`config.mk`:
```
export PLATFORM = sky130hd
export DESIGN_NAME = clk_edge_monitor
export DESIGN_NICKNAME = d
export VERILOG_FILES = /design/src/rtl/clk_edge_monitor.sv
export SDC_FILE = /design/constraint.sdc
export NUM_CORES = 1
export LEC_CHECK = 0
export ABC_AREA = 0
export ABC_CLOCK_PERIOD_IN_PS = 4600
export CAP_MARGIN = 30
export CELL_PAD_IN_SITES_DETAIL_PLACEMENT = 1
export CELL_PAD_IN_SITES_GLOBAL_PLACEMENT = 2
export CORE_MARGIN = 2
export CORE_UTILIZATION = 35
export CTS_CLUSTER_DIAMETER = 40
export CTS_CLUSTER_SIZE = 28
export DETAILED_ROUTE_END_ITERATION = 12
export PLACE_DENSITY_LB_ADDON = 0.1
export SLEW_MARGIN = 25
export SYNTH_ARGS = -nofsm -noshare
export SYNTH_HDL_FRONTEND = slang
export SYNTH_SLANG_ARGS = --single-unit
```
`constraint.sdc`:
```
create_clock -name clk -period 4.6 [get_ports clk]
set_input_delay 0.69 -clock clk [delete_from_list [all_inputs] [get_ports clk]]
set_output_delay 0.69 -clock clk [all_outputs]
set_load 0.01 [all_outputs]
```
`src/rtl/clk_edge_monitor.sv`:
```
// clk_edge_monitor
//   Watches an asynchronous derived clock/strobe (mon_in) from the clk domain.
//   mon_in is synchronised, its edges are detected, and the length of each
//   completed high and low level is measured in clk cycles.
//
// Parameters
//   SYNC_STAGES : synchroniser depth on mon_in (2..4)
//   CNT_W       : width of the level-length and edge counters
//   MIN_PULSE   : shortest legal level length; shorter levels set glitch
//
// Ports
//   clk        in   sampling clock, rising edge
//   rst_n      in   asynchronous active-low reset
//   mon_in     in   monitored signal, asynchronous to clk
//   en         in   monitor enable
//   clear      in   synchronous clear of counters and sticky flags
//   pos_pulse  out  one-cycle pulse per detected rising edge
//   neg_pulse  out  one-cycle pulse per detected falling edge
//   high_len   out  last completed high-level length
//   low_len    out  last completed low-level length
//   len_valid  out  one-cycle strobe when high_len or low_len updates
//   edge_cnt   out  detected edges since clear, saturating
//   glitch     out  sticky: a measured level was shorter than MIN_PULSE
//   len_sat    out  sticky: a level counter saturated
module clk_edge_monitor #(
  parameter int unsigned SYNC_STAGES = 2,
  parameter int unsigned CNT_W       = 8,
  parameter int unsigned MIN_PULSE   = 2
) (
  input  logic             clk,
  input  logic             rst_n,
  input  logic             mon_in,
  input  logic             en,
  input  logic             clear,
  output logic             pos_pulse,
  output logic             neg_pulse,
  output logic [CNT_W-1:0] high_len,
  output logic [CNT_W-1:0] low_len,
  output logic             len_valid,
  output logic [CNT_W-1:0] edge_cnt,
  output logic             glitch,
  output logic             len_sat
);

  typedef enum logic [1:0] {
    IDLE,
    WAIT_FIRST,
    HIGH,
    LOW
  } state_t;

  localparam logic [CNT_W-1:0] ONE     = CNT_W'(1);
  localparam logic [CNT_W-1:0] MIN_LEN = CNT_W'(MIN_PULSE);

  state_t                 state, state_nxt;
  logic [SYNC_STAGES-1:0] sync;
  logic                   hist;
  logic [CNT_W-1:0]       lvl_cnt;

  logic sync_lvl;
  logic edge_det;
  logic rise;
  logic fall;
  logic active;

  // Synchroniser and history run independently of en so that the history
  // always tracks the current level; re-enabling never sees a stale edge.
  always_ff @(posedge clk or negedge rst_n) begin
    if (!rst_n) begin
      sync <= '0;
      hist <= 1'b0;
    end else begin
      sync <= {sync[SYNC_STAGES-2:0], mon_in};
      hist <= sync[SYNC_STAGES-1];
    end
  end

  assign sync_lvl = sync[SYNC_STAGES-1];
  assign edge_det = sync_lvl ^ hist;
  assign rise     = edge_det & sync_lvl;
  assign fall     = edge_det & ~sync_lvl;
  // Edges only count when enabled, not clearing, and past IDLE.
  assign active   = en & ~clear & (state != IDLE);

  always_ff @(posedge clk or negedge rst_n) begin
    if (!rst_n) state <= IDLE;
    else        state <= state_nxt;
  end

  always_comb begin
    state_nxt = state;
    if (clear) begin
      state_nxt = en ? WAIT_FIRST : IDLE;
    end else if (!en) begin
      state_nxt = IDLE;
    end else begin
      case (state)
        IDLE:       state_nxt = WAIT_FIRST;
        WAIT_FIRST: begin
          if (rise)      state_nxt = HIGH;
          else if (fall) state_nxt = LOW;
        end
        HIGH:       if (edge_det) state_nxt = LOW;
        LOW:        if (edge_det) state_nxt = HIGH;
        default:    state_nxt = IDLE;
      endcase
    end
  end

  always_ff @(posedge clk or negedge rst_n) begin
    if (!rst_n) begin
      pos_pulse <= 1'b0;
      neg_pulse <= 1'b0;
      len_valid <= 1'b0;
      high_len  <= '0;
      low_len   <= '0;
      edge_cnt  <= '0;
      glitch    <= 1'b0;
      len_sat   <= 1'b0;
      lvl_cnt   <= '0;
    end else begin
      pos_pulse <= active & rise;
      neg_pulse <= active & fall;
      len_valid <= 1'b0;
      if (clear) begin
        high_len <= '0;
        low_len  <= '0;
        edge_cnt <= '0;
        glitch   <= 1'b0;
        len_sat  <= 1'b0;
        lvl_cnt  <= '0;
      end else if (active) begin
        if (edge_det) begin
          if (edge_cnt != '1) edge_cnt <= edge_cnt + ONE;
          lvl_cnt <= ONE;
          if (state == HIGH || state == LOW) begin
            len_valid <= 1'b1;
            if (lvl_cnt < MIN_LEN) glitch <= 1'b1;
            if (state == HIGH) high_len <= lvl_cnt;
            else               low_len  <= lvl_cnt;
          end
        end else if (state == HIGH || state == LOW) begin
          // Hold at all-ones; flag when the level outlasts the counter.
          if (lvl_cnt == '1) len_sat <= 1'b1;
          else               lvl_cnt <= lvl_cnt + ONE;
        end
      end
    end
  end

endmodule
```
; Word level (Yosys, flattened, before mapping)
; Index checks and enable logic that the tools add are counted.
[classes]
eq_ne = 11
bitwise_logic = 9
muxes = 41
n_reduce_logical = 18
addsub = 2
order_cmp = 1
[op_table]
columns = op, n
row1 = $mux W8, 19
row2 = $add A8 B1 Y8 const B, 2
row3 = $reduce_and A4 Y1, 4
row4 = $reduce_bool A2 Y1, 8
row5 = $mux W1, 15
row6 = $mux W2, 6
row7 = $reduce_and A3 Y1, 3
row8 = $eq A8 B8 Y1 const B, 1
row9 = $lt A8 B2 Y1 const B, 1
row10 = $ne A4 B4 Y1 const B, 2
row11 = $ne A8 B8 Y1 const B, 1
row12 = $pmux W2 S4, 1
row13 = $and A1 B1 Y1, 6
row14 = $ne A5 B5 Y1 const B, 1
row15 = $eq A2 B2 Y1 const B, 2
row16 = $ne A2 B2 Y1 const B, 2
row17 = $ne A3 B3 Y1 const B, 1
row18 = $reduce_bool A3 Y1, 1
row19 = $eq A2 B1 Y1 const B, 1
row20 = $logic_not A2 Y1, 1
row21 = $not A1 Y1, 2
row22 = $logic_or A1 B1 Y1, 1
row23 = $xor A1 B1 Y1, 1
[word_totals]
regBits = 42
word_cells = 94
input_bits = 5

; Logic depth before layout (Yosys ltp)
[logic_depth]
depth_word = 7
mapped_depth = 7

; Worst setup path after synthesis
; Ideal clock, no wire load.
[synth_path]
path_kind = input to register
from = in clear
to = reg lvl_cnt[6]
t_arrival_ns = 1.747
setup_ns = 0.079
required_time_ns = 4.521
slack_ns = 2.773
path_buffers = 1
cell_stages = 5
path_cell_list = buf_2 -> nor2b_1 -> o2111a_1 -> nor2b_1 -> a2bb2oi_1
[synth_via]
elab_chain_len = 5
word_cells_on_any_way = 8
cone_classes = eq/ne (1) / mux (1) / bitwise (3) / reduce/logical (3)
[synth_lines]
columns = item, line
row1 = "start, declared", 34  ; input logic clear,
row2 = $not A1 Y1, 83  ; assign active = en & ~clear & (state != IDLE);
row3 = $and A1 B1 Y1 (2 in a row), 83
row4 = $reduce_bool A2 Y1 (no source line), n/a
row5 = $reduce_and A3 Y1 (no source line), n/a
row6 = "end signal, assigned", 145  ; else lvl_cnt <= lvl_cnt + ONE;
row7 = "end, declared", 58  ; logic [CNT_W-1:0] lvl_cnt;
; Several ways; a longest one is shown, not always the timed one.
; A chain may end at the register's enable or synchronous reset.

; Worst setup path in the final report
[layout_path]
from = in clear
to = reg high_len[0]
[layout_via]
elab_chain_len = 5
word_cells_on_any_way = 9
cone_classes = mux (1) / bitwise (3) / reduce/logical (5)
[layout_lines]
columns = item, line
row1 = $not A1 Y1, 83
row2 = $and A1 B1 Y1 (2 in a row), 83
row3 = $reduce_bool A2 Y1 (no source line), n/a
row4 = $reduce_and A4 Y1 (no source line), n/a
row5 = "end signal, assigned", 139  ; if (state == HIGH) high_len <= lvl_cnt;
row6 = "end, declared", 37  ; output logic [CNT_W-1:0] high_len,
; Several ways; a longest one is shown, not always the timed one.

==> impl_metrics.csv <==
group,metric,value,unit
sta,hold_violations,0,
min_path,hp-start,"sync[0]$_DFF_PN0_",
drt,drt-initial-drc-count,85,
logic_synthesis,synth-seq-cells,42,
die,die_w,80.0,microns
logic_synthesis,synth_seq_area_share,52.0,%
global_route,grt_pass1_vias,1670,
layout,nets,222,
clocking,cts_tree,"done",
min_path,hold_depth,0,
power_and_ir_drop,switchingPower,202,uW
layout,layout-drive-gt1-share,14.5,%
die,placementRows,27,
clocking,cts_made_buffers,5,
die,pin_count,34,
drt,ant_nets,0,
sta,worst_pin_slew,0.836,ns
layout,n_antenna_cell,0,
power_and_ir_drop,ir_drop,0.131,mV
place,postPlaceCellArea,0.00240,sq mm
drt,wl_per_cell,16.8,microns
die,die_area,0.00639,sq mm
status,outcome,"complete, no violations",
layout,final_common_cell,"dfrtp_1",
logic_synthesis,yosysUniqueCellTypes,43,
logic_synthesis,ys.warnings.count,0,
worst_setup_path,r2r_slack,2.38,ns
sta,fin_crit,2.85,ns
worst_setup_path,reg2reg_from,"sync[1]$_DFF_PN0_",
clocking,post-cts-setup-buffer-count,0,
power_and_ir_drop,clkPwrFrac,37.4,%
clocking,cts_sinks,42,
layout,syn_to_final_growth,24.7,%
place,port_buffers,33,
drt,first_pass_iters,4,
logic_synthesis,synthCells,180,
layout,mostFrequentLayoutCells,"dfrtp_1 (42), clkdlybuf4s50_1 (32), mux2_2 (16)",
clocking,clk_latency,0.30,ns
clocking,root_buffer,"clkbuf_8",
logic_synthesis,ys_top_cells_by_area,"dfrtp_1 (52%), mux2_2 (8.9%), a21oi_1 (3.2%), nor2b_1 (3.1%), ha_1 (2.5%)",
global_route,grt_overflow,0,
worst_setup_path,arrival,3.03,ns
clocking,cts_hold_buf,0,
power_and_ir_drop,cellPowerDensity,314,mW/mm^2
clocking,cts_resized,0,
worst_setup_path,r2r-end,"high_len[0]$_DFFE_PN0P_",
worst_setup_path,critical_path_class,"in -> reg",
drt,vias,1536,
drt,drcViolationCount,0,
worst_setup_path,reg2reg_depth,6,
power_and_ir_drop,sw_frac_of_total,25.5,%
sta,slew_violations,0,
power_and_ir_drop,internal_power,589,uW
sta,tns,0,ns
drt,drt-vias-per-instance,5.37,
power_and_ir_drop,pwr-share-comb,11.9,%
logic_synthesis,syn_area_per_cell,11.2,sq um
sta,fin_skew,0.00607,ns
power_and_ir_drop,leakagePower,0.00105,uW
die,core,0.00554,sq mm
min_path,min_path_type,"reg -> reg",
sta,rsz0062_at_grt,"false",
sta,slew_headroom,44.1,%
logic_synthesis,syn-cell-area,0.00202,sq mm
sta,finalCritPeriodShare,62.0,%
global_route,grt_pass1_wl,8340,microns
layout,fin_area,0.00252,sq mm
worst_setup_path,cp-start-kind,"input pin",
run,cap_violations,0,
global_route,grt_max_degree,43,
clocking,max-clock-path-buffers,2,
power_and_ir_drop,p_seq_share,50.7,%
drt,routed_wl,4810,microns
layout,fillers,609,
logic_synthesis,yosys.area.top_type,"dfrtp_1",
min_path,holdPathEnd,"sync[1]$_DFF_PN0_",
global_route,grt.total_usage,16.8,%
global_route,antenna_found_initial,0,
logic_synthesis,syn_nets,189,
worst_setup_path,path_max_fanout,19,
die,fp.dieH,80.0,microns
clocking,path_clk_slew,0.09,ns
logic_synthesis,synth.top_cell.area_share,52.0,%
clocking,htree_levels,2,
sta,max_freq,351,MHz
worst_setup_path,cp-end-kind,"register",
place,hpwl,3350,microns
die,initial_core_util,36.4,%
worst_setup_path,required,4.78,ns
place,gp_congestion,0.790,
sta,final-setup-viol-count,0,
-- sequential cells by signal (all words and copies together), names as in the netlist --
signal     flops
edge_cnt       8
high_len       8
low_len        8
lvl_cnt        8
state          2
sync           2
glitch         1
hist           1
len_sat        1
len_valid      1
neg_pulse      1
pos_pulse      1
-- kinds of logic (layout without fill, tap and decap cells) --
| kind of cell | count (synthesis) | count (layout) | synth area share (%) |
|---|---|---|---|
| DFF | 42 | 42 | 52.0 |
| AOI/OAI and AO/OA | 41 | 41 | 14.7 |
| buffers and inverters | 16 | 50 | 3.72 |
| and+or+nand+nor | 59 | 59 | 17.0 |
| adders and majority gates | 4 | 4 | 2.48 |
| muxes | 18 | 18 | 9.98 |
-- power by group through the flow --
stage / Combinational (uW) / Sequential (uW) / Clock (uW)
2_1_floorplan: 51.9 / 407 / 0
3_3_place_gp: 92.3 / 407 / 0
3_5_place_dp: 95.5 / 408 / 0
4_1_cts: 96.1 / 401 / 306
5_1_grt: 106 / 404 / 320
6_report: 93.9 / 401 / 296
-- area by class of cell --
cell class,instances,area [sq um],area share (%)
clock inverter,2,37.5,1.49
clock buffer,6,72.6,2.88
inverter,8,30.0,1.19
sequential,42,1050,41.7
multi-input combinational,122,902,35.8
timing repair buffer,34,335,13.3
tap,72,90.1,3.58
-- worst max-delay path by stage --
stage               start  slack (ns)  depth (start not counted)                       to
floorplan           clear        2.77                          5   lvl_cnt[6]$_DFFE_PN0P_
global placement    clear        1.54                          5  high_len[4]$_DFFE_PN0P_
detailed placement  clear        1.46                          5  high_len[0]$_DFFE_PN0P_
CTS                 clear        1.77                          5  high_len[0]$_DFFE_PN0P_
global route        clear        1.59                          5  high_len[5]$_DFFE_PN0P_
finish              clear        1.75                          5  high_len[0]$_DFFE_PN0P_
-- synthesized netlist by cell type (all sizes together) --
cell type	number
or4b	1
nor4	3
o2111a	1
or4	4
dfrtp	42
o21bai	2
a41oi	3
o31ai	4
a21oi	13
mux2i	1
inv	8
clkbuf	2
and2	2
nand2	6
nor3b	2
ha	4
or2	1
a21boi	1
nor2b	10
o21ai	8
buf	6
nand4	1
nor4b	2
nor3	1
and3	3
o21a	1
mux2	17
o41ai	2
a31oi	5
nand2b	3
nor2	9
nand3	10
nand3b	1
a2bb2oi	1
-- routing by layer --
layer / global-route usage, % / wire (microns) / vias to the layer above
met4: 6.10 / 64 / 0
met3: 3.17 / 140 / 6
met2: 28.9 / 2460 / 27
li1: - / - / 717
met1: 20.9 / 2140 / 786
met5: 0 / 0 / -
-- worst max-delay path, cell delays in order --
cell and delay [ns]:
clkdlybuf4s50_1 0.84, buf_4 0.39, a31oi_4 0.43, o21bai_4 0.30
mux2_2 0.38
-- stage by stage --
| stage | std cells | utilization (%) | total power [uW] | setup slack, ns | hold slack (ns) |
|---|---|---|---|---|---|
| 6_report | 286 | 45.5 | 790 | 1.75 | 0.355 |
| 5_1_grt | 286 | 45.5 | 829 | 1.59 | 0.373 |
| 4_1_cts | 286 | 45.3 | 803 | 1.77 | 0.360 |
| 3_3_place_gp | 278 | 43.3 | 499 | 1.54 | 0.335 |
| 3_5_place_dp | 278 | 43.3 | 504 | 1.46 | 0.339 |
| 2_1_floorplan | 180 | - | 458 | 2.77 | 0.331 |
(Power assumes the default switching activity.)
